===== src/rtl/z_core_pkg.sv =====
// Shared encodings for the Z-Core control path: opcodes, FSM states and
// datapath select values, plus the instruction legality check.
package z_core_pkg;

    localparam logic [6:0] OP     = 7'b0110011;
    localparam logic [6:0] OP_IMM = 7'b0010011;
    localparam logic [6:0] LOAD   = 7'b0000011;
    localparam logic [6:0] STORE  = 7'b0100011;
    localparam logic [6:0] BRANCH = 7'b1100011;
    localparam logic [6:0] JAL    = 7'b1101111;
    localparam logic [6:0] JALR   = 7'b1100111;
    localparam logic [6:0] LUI    = 7'b0110111;
    localparam logic [6:0] AUIPC  = 7'b0010111;
    localparam logic [6:0] FENCE  = 7'b0001111;
    localparam logic [6:0] SYSTEM = 7'b1110011;

    typedef enum logic [2:0] {
        S_IDLE,
        S_FETCH,
        S_DECODE,
        S_EXECUTE,
        S_MEM,
        S_WRITEBACK,
        S_TRAP
    } state_t;

    typedef enum logic [1:0] {
        PC_PLUS4 = 2'b00,
        PC_IMM   = 2'b01,
        PC_JALR  = 2'b10
    } pc_src_t;

    typedef enum logic [1:0] {
        WB_ALU = 2'b00,
        WB_MEM = 2'b01,
        WB_PC4 = 2'b10
    } wb_sel_t;

    typedef enum logic [2:0] {
        IMM_I = 3'd0,
        IMM_S = 3'd1,
        IMM_B = 3'd2,
        IMM_U = 3'd3,
        IMM_J = 3'd4
    } imm_sel_t;

    typedef enum logic [1:0] {
        CAUSE_NONE    = 2'b00,
        CAUSE_ILLEGAL = 2'b01,
        CAUSE_ECALL   = 2'b10,
        CAUSE_BUS     = 2'b11
    } trap_cause_t;

    // Unknown opcodes and reserved funct3 values of known opcodes are illegal.
    function automatic logic is_illegal(input logic [6:0] opc, input logic [2:0] f3);
        logic ill;
        case (opc)
            OP, OP_IMM, LUI, AUIPC, JAL, FENCE, SYSTEM: ill = 1'b0;
            JALR:    ill = (f3 != 3'b000);
            BRANCH:  ill = (f3 == 3'b010) || (f3 == 3'b011);
            LOAD:    ill = (f3 == 3'b011) || (f3 == 3'b110) || (f3 == 3'b111);
            STORE:   ill = (f3 >= 3'b011);
            default: ill = 1'b1;
        endcase
        return ill;
    endfunction

endpackage


===== src/rtl/z_core_mem_watchdog.sv =====
// Counts consecutive stalled memory-request cycles and flags a bus timeout
// on the MEM_TIMEOUT-th stalled cycle; MEM_TIMEOUT = 0 disables it.
module z_core_mem_watchdog
#(
    parameter int unsigned MEM_TIMEOUT = 255
)
(
    input  logic clk,
    input  logic rstn,
    input  logic mem_req,
    input  logic mem_ready,
    output logic timeout
);

    localparam int unsigned CW = (MEM_TIMEOUT > 1) ? $clog2(MEM_TIMEOUT) : 1;
    localparam logic [CW-1:0] LIMIT = (MEM_TIMEOUT > 0) ? CW'(MEM_TIMEOUT - 1) : '0;

    logic [CW-1:0] count;
    logic          waiting;

    assign waiting = mem_req && !mem_ready;

    // count holds the number of earlier stalled cycles, so the limit is hit
    // combinationally in the stalled cycle itself and mem_ready can still win.
    always_ff @(posedge clk or negedge rstn) begin
        if (!rstn) begin
            count <= '0;
        end else if (!waiting) begin
            count <= '0;
        end else if (count != LIMIT) begin
            count <= count + 1'b1;
        end
    end

    assign timeout = (MEM_TIMEOUT != 0) && waiting && (count == LIMIT);

endmodule


===== src/rtl/z_core_control_unit.sv =====
// Multi-cycle control FSM for the Z-Core RV32I datapath: sequences
// fetch/decode/execute/memory/writeback and traps on faults.
module z_core_control_unit
    import z_core_pkg::*;
#(
    parameter int unsigned MEM_TIMEOUT = 255
)
(
    input  logic       clk,
    input  logic       rstn,
    input  logic [6:0] op,
    input  logic [2:0] funct3,
    input  logic       branch_taken,
    input  logic       mem_ready,
    output logic       mem_req,
    output logic       mem_we,
    output logic       mem_sel_data,
    output logic       ir_load,
    output logic       rf_we,
    output logic       pc_load,
    output logic [1:0] pc_src,
    output logic [1:0] wb_sel,
    output logic       alu_a_sel,
    output logic       alu_b_sel,
    output logic [2:0] imm_sel,
    output logic       retire,
    output logic       trap,
    output logic [1:0] trap_cause
);

    state_t      state;
    trap_cause_t cause;
    logic        illegal;
    logic        timeout;
    logic        in_instr;

    assign illegal = is_illegal(op, funct3);

    z_core_mem_watchdog #(
        .MEM_TIMEOUT (MEM_TIMEOUT)
    ) u_mem_watchdog (
        .clk       (clk),
        .rstn      (rstn),
        .mem_req   (mem_req),
        .mem_ready (mem_ready),
        .timeout   (timeout)
    );

    always_ff @(posedge clk or negedge rstn) begin
        if (!rstn) begin
            state <= S_IDLE;
            cause <= CAUSE_NONE;
        end else begin
            case (state)
                S_IDLE: state <= S_FETCH;
                S_FETCH: begin
                    if (timeout) begin
                        state <= S_TRAP;
                        cause <= CAUSE_BUS;
                    end else if (mem_ready) begin
                        state <= S_DECODE;
                    end
                end
                S_DECODE: begin
                    if (illegal) begin
                        state <= S_TRAP;
                        cause <= CAUSE_ILLEGAL;
                    end else if (op == SYSTEM) begin
                        state <= S_TRAP;
                        cause <= CAUSE_ECALL;
                    end else begin
                        state <= S_EXECUTE;
                    end
                end
                S_EXECUTE: begin
                    if (op == BRANCH || op == FENCE) begin
                        state <= S_FETCH;
                    end else if (op == LOAD || op == STORE) begin
                        state <= S_MEM;
                    end else begin
                        state <= S_WRITEBACK;
                    end
                end
                S_MEM: begin
                    if (timeout) begin
                        state <= S_TRAP;
                        cause <= CAUSE_BUS;
                    end else if (mem_ready) begin
                        state <= (op == LOAD) ? S_WRITEBACK : S_FETCH;
                    end
                end
                S_WRITEBACK: state <= S_FETCH;
                S_TRAP:      state <= S_TRAP;
                default:     state <= S_IDLE;
            endcase
        end
    end

    assign in_instr = (state == S_DECODE) || (state == S_EXECUTE) ||
                      (state == S_MEM) || (state == S_WRITEBACK);

    always_comb begin
        mem_req      = 1'b0;
        mem_we       = 1'b0;
        mem_sel_data = 1'b0;
        ir_load      = 1'b0;
        rf_we        = 1'b0;
        pc_load      = 1'b0;
        pc_src       = PC_PLUS4;
        wb_sel       = WB_ALU;
        alu_a_sel    = 1'b0;
        alu_b_sel    = 1'b0;
        imm_sel      = IMM_I;
        retire       = 1'b0;

        // Operand selects stay valid from DECODE until the instruction leaves.
        if (in_instr && !illegal) begin
            case (op)
                OP_IMM, LOAD: alu_b_sel = 1'b1;
                STORE: begin
                    imm_sel   = IMM_S;
                    alu_b_sel = 1'b1;
                end
                BRANCH: imm_sel = IMM_B;
                LUI:    imm_sel = IMM_U;
                AUIPC: begin
                    imm_sel   = IMM_U;
                    alu_a_sel = 1'b1;
                end
                JAL: begin
                    imm_sel   = IMM_J;
                    alu_a_sel = 1'b1;
                end
                default: ;
            endcase
        end

        case (state)
            S_FETCH: begin
                mem_req = 1'b1;
                ir_load = mem_ready;
            end
            S_EXECUTE: begin
                if (op == BRANCH) begin
                    pc_load = 1'b1;
                    pc_src  = branch_taken ? PC_IMM : PC_PLUS4;
                    retire  = 1'b1;
                end else if (op == FENCE) begin
                    pc_load = 1'b1;
                    retire  = 1'b1;
                end
            end
            S_MEM: begin
                mem_req      = 1'b1;
                mem_sel_data = 1'b1;
                mem_we       = (op == STORE);
                if (op == STORE && mem_ready) begin
                    pc_load = 1'b1;
                    retire  = 1'b1;
                end
            end
            S_WRITEBACK: begin
                rf_we   = 1'b1;
                pc_load = 1'b1;
                retire  = 1'b1;
                if (op == LOAD) begin
                    wb_sel = WB_MEM;
                end else if (op == JAL || op == JALR) begin
                    wb_sel = WB_PC4;
                end
                if (op == JAL) begin
                    pc_src = PC_IMM;
                end else if (op == JALR) begin
                    pc_src = PC_JALR;
                end
            end
            default: ;
        endcase
    end

    assign trap       = (state == S_TRAP);
    assign trap_cause = cause;

endmodule

===== config.mk =====
export PLATFORM = sky130hd
export DESIGN_NAME = z_core_control_unit
export DESIGN_NICKNAME = d
export VERILOG_FILES = /design/src/rtl/z_core_pkg.sv /design/src/rtl/z_core_mem_watchdog.sv /design/src/rtl/z_core_control_unit.sv
export SDC_FILE = /design/constraint.sdc
export NUM_CORES = 1
export LEC_CHECK = 0
export ABC_AREA = 1
export CAP_MARGIN = 0
export CORE_MARGIN = 4
export CORE_UTILIZATION = 45
export CTS_BUF_LIST = sky130_fd_sc_hd__clkbuf_16
export DETAILED_ROUTE_END_ITERATION = 8
export HOLD_SLACK_MARGIN = 0.06
export PLACE_DENSITY = 0.73
export SYNTH_ARGS = -nofsm -noshare
export SYNTH_HDL_FRONTEND = slang
export SYNTH_SLANG_ARGS = --single-unit

===== constraint.sdc =====
create_clock -name clk -period 1.7 [get_ports clk]
set_input_delay 0.17 -clock clk [delete_from_list [all_inputs] [get_ports clk]]
set_output_delay 0.17 -clock clk [all_outputs]
set_load 0.01 [all_outputs]

* Word level (Yosys, flattened, before mapping) *
Cells that the tools add are included.

word-level totals
  register bits after elaboration = 13
  bits of input ports = 14
  output and inout port bits = 19
  logic and storage cells = 99

operators by class
  add/sub/neg operators = 1
  order comparisons = 1
  eq/ne operators = 28
  mux-type cells = 40
  reductions and logical operators = 26

operators with widths
  kind                 number
  $eq 7x7->1 const B   4
  $mux 3               9
  $eq 7x6->1 const B   3
  $pmux 3 s6           1
  $mux 2               8
  $mux 8               2
  $eq 3x3->1 const B   5
  $mux 1               15
  $eq 7x5->1 const B   2
  $eq 3x2->1 const B   4
  $pmux 3 s4           1
  $logic_or 1x1->1     9
  $ne 3x3->1 const B   3
  $add 8x1->8 const B  1
  $eq 8x8->1 const B   1
  $ne 8x8->1 const B   1
  $pmux 2 s2           2
  $reduce_or 2->1      4
  $eq 7x2->1 const B   1
  $eq 7x4->1 const B   1
  $reduce_or 7->1      1
  $pmux 1 s5           1
  $logic_and 1x1->1    4
  $eq 3x1->1 const B   1
  11 further kinds     12

* Depth between registers and ports, before layout *
  depth after elaboration = 7
  mapped depth = 12
  mapped depth without buffers = 12

* Hierarchy *
A second synthesis with hierarchy kept.

second synthesis, totals
  cell total of the unflattened synthesis = 192
  area total of the unflattened synthesis = 1268.7 µm²

by module, submodules not included
  module               instances  cells an instance  area an instance (µm²)  seq. area each (µm²)
  z_core_control_unit  1          132                775.7                   125.1
  z_core_mem_watchdog  1          60                 493.0                   200.2

* Worst setup path before layout *
Ideal clock, no wire load.

  kind = register -> output
  start = register state[2]
  end = output retire
  data arrival time = 1389 ps
  required time = 1530 ps
  path slack = 141 ps
  stages on the path, launching flop included = 5
  buffers on the path = 1
  path through = dfrtp_1 nor3_1 a21oi_1 a21oi_1 buf_4

on the way
  cells in the longest elaborated chain, start to end = 2
  elaborated cells on any way between the ends = 4
  classes of those cells = eq/ne: 3; mux: 1

ends and longest elaborated chain
  element                                   RTL line                   source
  from (decl)                               z_core_control_unit.sv:31  state_t state;
  from (signal assigned)                    z_core_control_unit.sv:89  state <= (op == LOAD) ? S_WRITEBACK : S_FETCH;
  $eq 3x3->1 or $eq 3x2->1 (tied branches)  -
  $pmux 1 s3 *                              -
  to (decl)                                 z_core_control_unit.sv:26  output logic retire,

Every way passes the cells marked *; elsewhere a longest branch is shown, timed or not.

* Worst setup path in the final report *
  start = register state[2]
  end = output alu_a_sel

on the way
  cells in the longest elaborated chain, start to end = 6
  elaborated cells on any way between the ends = 9
  classes of those cells = eq/ne: 4; mux: 1; reduce/logical: 4

ends and longest elaborated chain
  element                         RTL line                    source
  $eq 3x2->1                      z_core_control_unit.sv:99   assign in_instr = (state == S_DECODE) || (state == S_EXECUTE) ||
  $logic_or 1x1->1 (2 in series)  z_core_control_unit.sv:99
  $logic_or 1x1->1 *              z_core_control_unit.sv:100  (state == S_MEM) || (state == S_WRITEBACK);
  $logic_and 1x1->1 *             z_core_control_unit.sv:117  if (in_instr && !illegal) begin
  $mux 1 *                        z_core_control_unit.sv:117
  to (decl)                       z_core_control_unit.sv:23   output logic alu_a_sel,

Marked as above.

==> flow_metrics.tcl <==
set metrics [dict create \
    start_util_pct 48.6 \
    crit_type "flip-flop to output port" \
    antenna_found_initial 0 \
    wl_mm 4.51 \
    final_hold_viol_count 0 \
    synth_area_mm2 0.00112 \
    vias_per_cell 5.45 \
    min_path_type "input pin to async pin" \
    power.internal_mw 1.25 \
    clock-sinks 13 \
    syn_inst 179 \
    finalMaxSlewViolations 0 \
    multi_input_area_um2 855 \
    grt_max_degree 14 \
    tightest_slew_ps 585 \
    drt-pass1-iter-count 4 \
    cts_root_buffer "clkbuf_16" \
    synth_area_leaders "dfrtp_1 (29%), nand2_1 (16%), nor2_1 (9.4%)" \
    route.detailed.drc 0 \
    fin_crit_ps 1720 \
    p_sw_uw 835 \
    final_area_mm2 0.00202 \
    outcome "finished with violations" \
    cp_top_family "flip-flops" \
    yosysWarnings 0 \
    grt_pass1_wl_mm 6.82 \
    avgSynthCellArea_um2 6.24 \
    critPathLaunch "state[2]" \
    synth_flop_cell "dfrtp_1" \
    area_growth_pct 80.4 \
    critPathLaunchType "flip-flop" \
    grt_pass1_vias 1593 \
    violations "setup timing" \
    cts_tree "yes" \
    slew_headroom_pct 60.9 \
    end_kind "output port" \
    antenna_cells 0 \
    ioPinCount 33 \
    setup_ws_ps -15.6 \
    max_stage_delay_ps 420 \
    p_clk_share_pct 20.8 \
    n_fill_cell 127 \
    die_w_um 57.8 \
    power_leakage_nw 1.03 \
    synth_edf_count 0 \
    cts_buffers 3 \
    fmax_mhz 583 \
    synth_cell_type_count 22 \
    vias 1608 \
    cts_hold_buf 0 \
    drtIter0Drc 96 \
    clk_latency_ps 240 \
    cp_num_buf_inv 2 \
    ys_seq_area_share_pct 29.1 \
    crit_slowest_cell "dfrtp_1" \
    fp.dieH_um 57.8 \
    nets 285 \
    synth.top_cell.area_share_pct 29.1 \
    gp_congestion 0.825 \
    path_clk_slew_ps 40 \
    p_per_area_mw_per_mm2 1030 \
    required_ps 1530 \
    skew_ps 1.81 \
    grt_overflow 0 \
    ant_nets 0 \
    p_sw_share_pct 40.1 \
    pwr-share-seq_pct 21.7 \
    wl_per_cell_um 15.3 \
    cts_buffer_depth 2 \
    io_buffers 32 \
    placed_area_mm2 0.00174 \
    die_area_mm2 0.00334 \
    rows 17 \
    async_flop_share_pct 100 \
    h-tree-depth 1 \
    syn_nets 196 \
    core_area_mm2 0.00230 \
    rsz0062_at_grt "true" \
    fin_crit_sh_pct 101 \
    cp_max_fo 5 \
    ff_latch_area_um2 327 \
    power_frac_comb_pct 57.6 \
    synth_most_common_cell "nand2_1" \
    dp_hpwl_mm 2.85 \
    path_cells "buf_6, ha_4, or2_4, a21oi_2, buf_2" \
    ys_seq_elements 13 \
    yosysTopAreaCell "dfrtp_1" \
    peakVddDrop_mv 1.07 \
    ys_top_cells_by_count "nand2_1 (47), nor2_1 (28), inv_1 (23), nand3_1 (15), dfrtp_1 (13)" \
    r2r-start "state[1]" \
    drv_cap 0 \
    drive_gt1_share_pct 47.9 \
    cp.arrival_ps 1550 \
    grtUsageTotal_pct 26.0 \
    hold_slack_ps 307 \
    finalSetupViolations 2 \
]
-- path summary, 6_finish.rpt --
check | end | slack [ps] | cells after the start
max in group asynchronous | u_mem_watchdog.count[3] | 980 | 1
setup reg to reg | state[0] | 10 | 12
hold reg to reg | trap_cause[0] | 500 | 2
setup / recovery | alu_a_sel | -20 | 5
hold / removal | u_mem_watchdog.count[4] | 310 | 1
min in group clk | trap_cause[0] | 500 | 2
-- layout by cell type (no fill, tap or decap) --
master and instances:
o22ai_1 2, a21oi_1 3, buf_6 2, nand3_2 3, o22ai_2 1, nor2_2 4
nor2_4 7, a21o_1 1, nor3_4 2, dfrtp_2 1, clkbuf_2 3, inv_1 21
inv_2 5, clkdlybuf4s50_1 5, clkbuf_16 3, buf_2 15, nor2_1 22, buf_4 51
ha_1 2, nand2_1 35, nand2_4 3, o21ai_0 5, nor3_1 3, dlygate4sd2_1 7
nand3_1 12, dfrtp_1 12, nor3_2 2, or2_4 1, a31oi_1 3, ha_4 1
o21ai_2 1, clkdlybuf4s15_1 2, a21oi_2 6, xnor2_1 1, nand2_2 17, nand4_1 3
-- layer usage --
metal	track usage, %	vias up	part of all wire, %
met4	9.60	0	4.3
li1	-	752	-
met1	29.3	747	37
met5	0	-	0
met2	47.6	82	53
met3	5.35	27	6.2
-- area by class of cell --
class | instances | share of cell area, %
Clock buffer | 3 | 3.72
Clock inverter | 1 | 0.186
Inverter | 25 | 4.66
Multi-Input combinational cell | 140 | 42.4
Sequential cell | 13 | 16.2
Tap cell | 28 | 1.74
Timing Repair Buffer | 85 | 31.1
-- registers in the layout, summed over array words and instances, names as in the netlist --
register and flops:
state 3, trap_cause 2, u_mem_watchdog.count 8
-- power groups by stage --
stage / clock (mW) / sequential (mW) / combinational [mW]
after floorplan: 0 / 0.449 / 0.424
after global placement: 0 / 0.440 / 0.930
after detailed placement: 0 / 0.446 / 0.952
after CTS: 0.432 / 0.441 / 1.00
after global routing: 0.451 / 0.459 / 1.31
final: 0.432 / 0.451 / 1.20
-- kinds of logic (layout without fill, tap and decap cells) --
logic type	after synthesis	after routing	share of synthesized area, %
AO/OA/AOI/OAI	22	22	11.1
XOR/XNOR	1	1	0.784
buffers and inverters	26	114	9.07
adder cells (fa/ha/maj)	3	3	3.36
AND/OR/NAND/NOR	114	114	46.6
flip-flops	13	13	29.1
-- what timing repair did --
action | 4_1_cts | 5_1_grt
endpoints found under the setup margin | 24 | 27
setup buffers | 8 | 8
resized for setup | 84 | 44
pin swaps | 17 | 14
-- stage by stage --
stage	utilization (%)	TNS, ps	power [mW]	instances	setup WS (ps)
global placement	75.9	-6560	1.37	275	-685
global route	87.7	-1010	2.22	295	-102
detailed placement	75.9	-7760	1.40	275	-797
finish	87.7	-20.4	2.08	295	-15.6
floorplan	-	0	0.874	179	141
CTS	81.6	-224	1.87	287	-89.4
(Power assumes the default switching activity.)
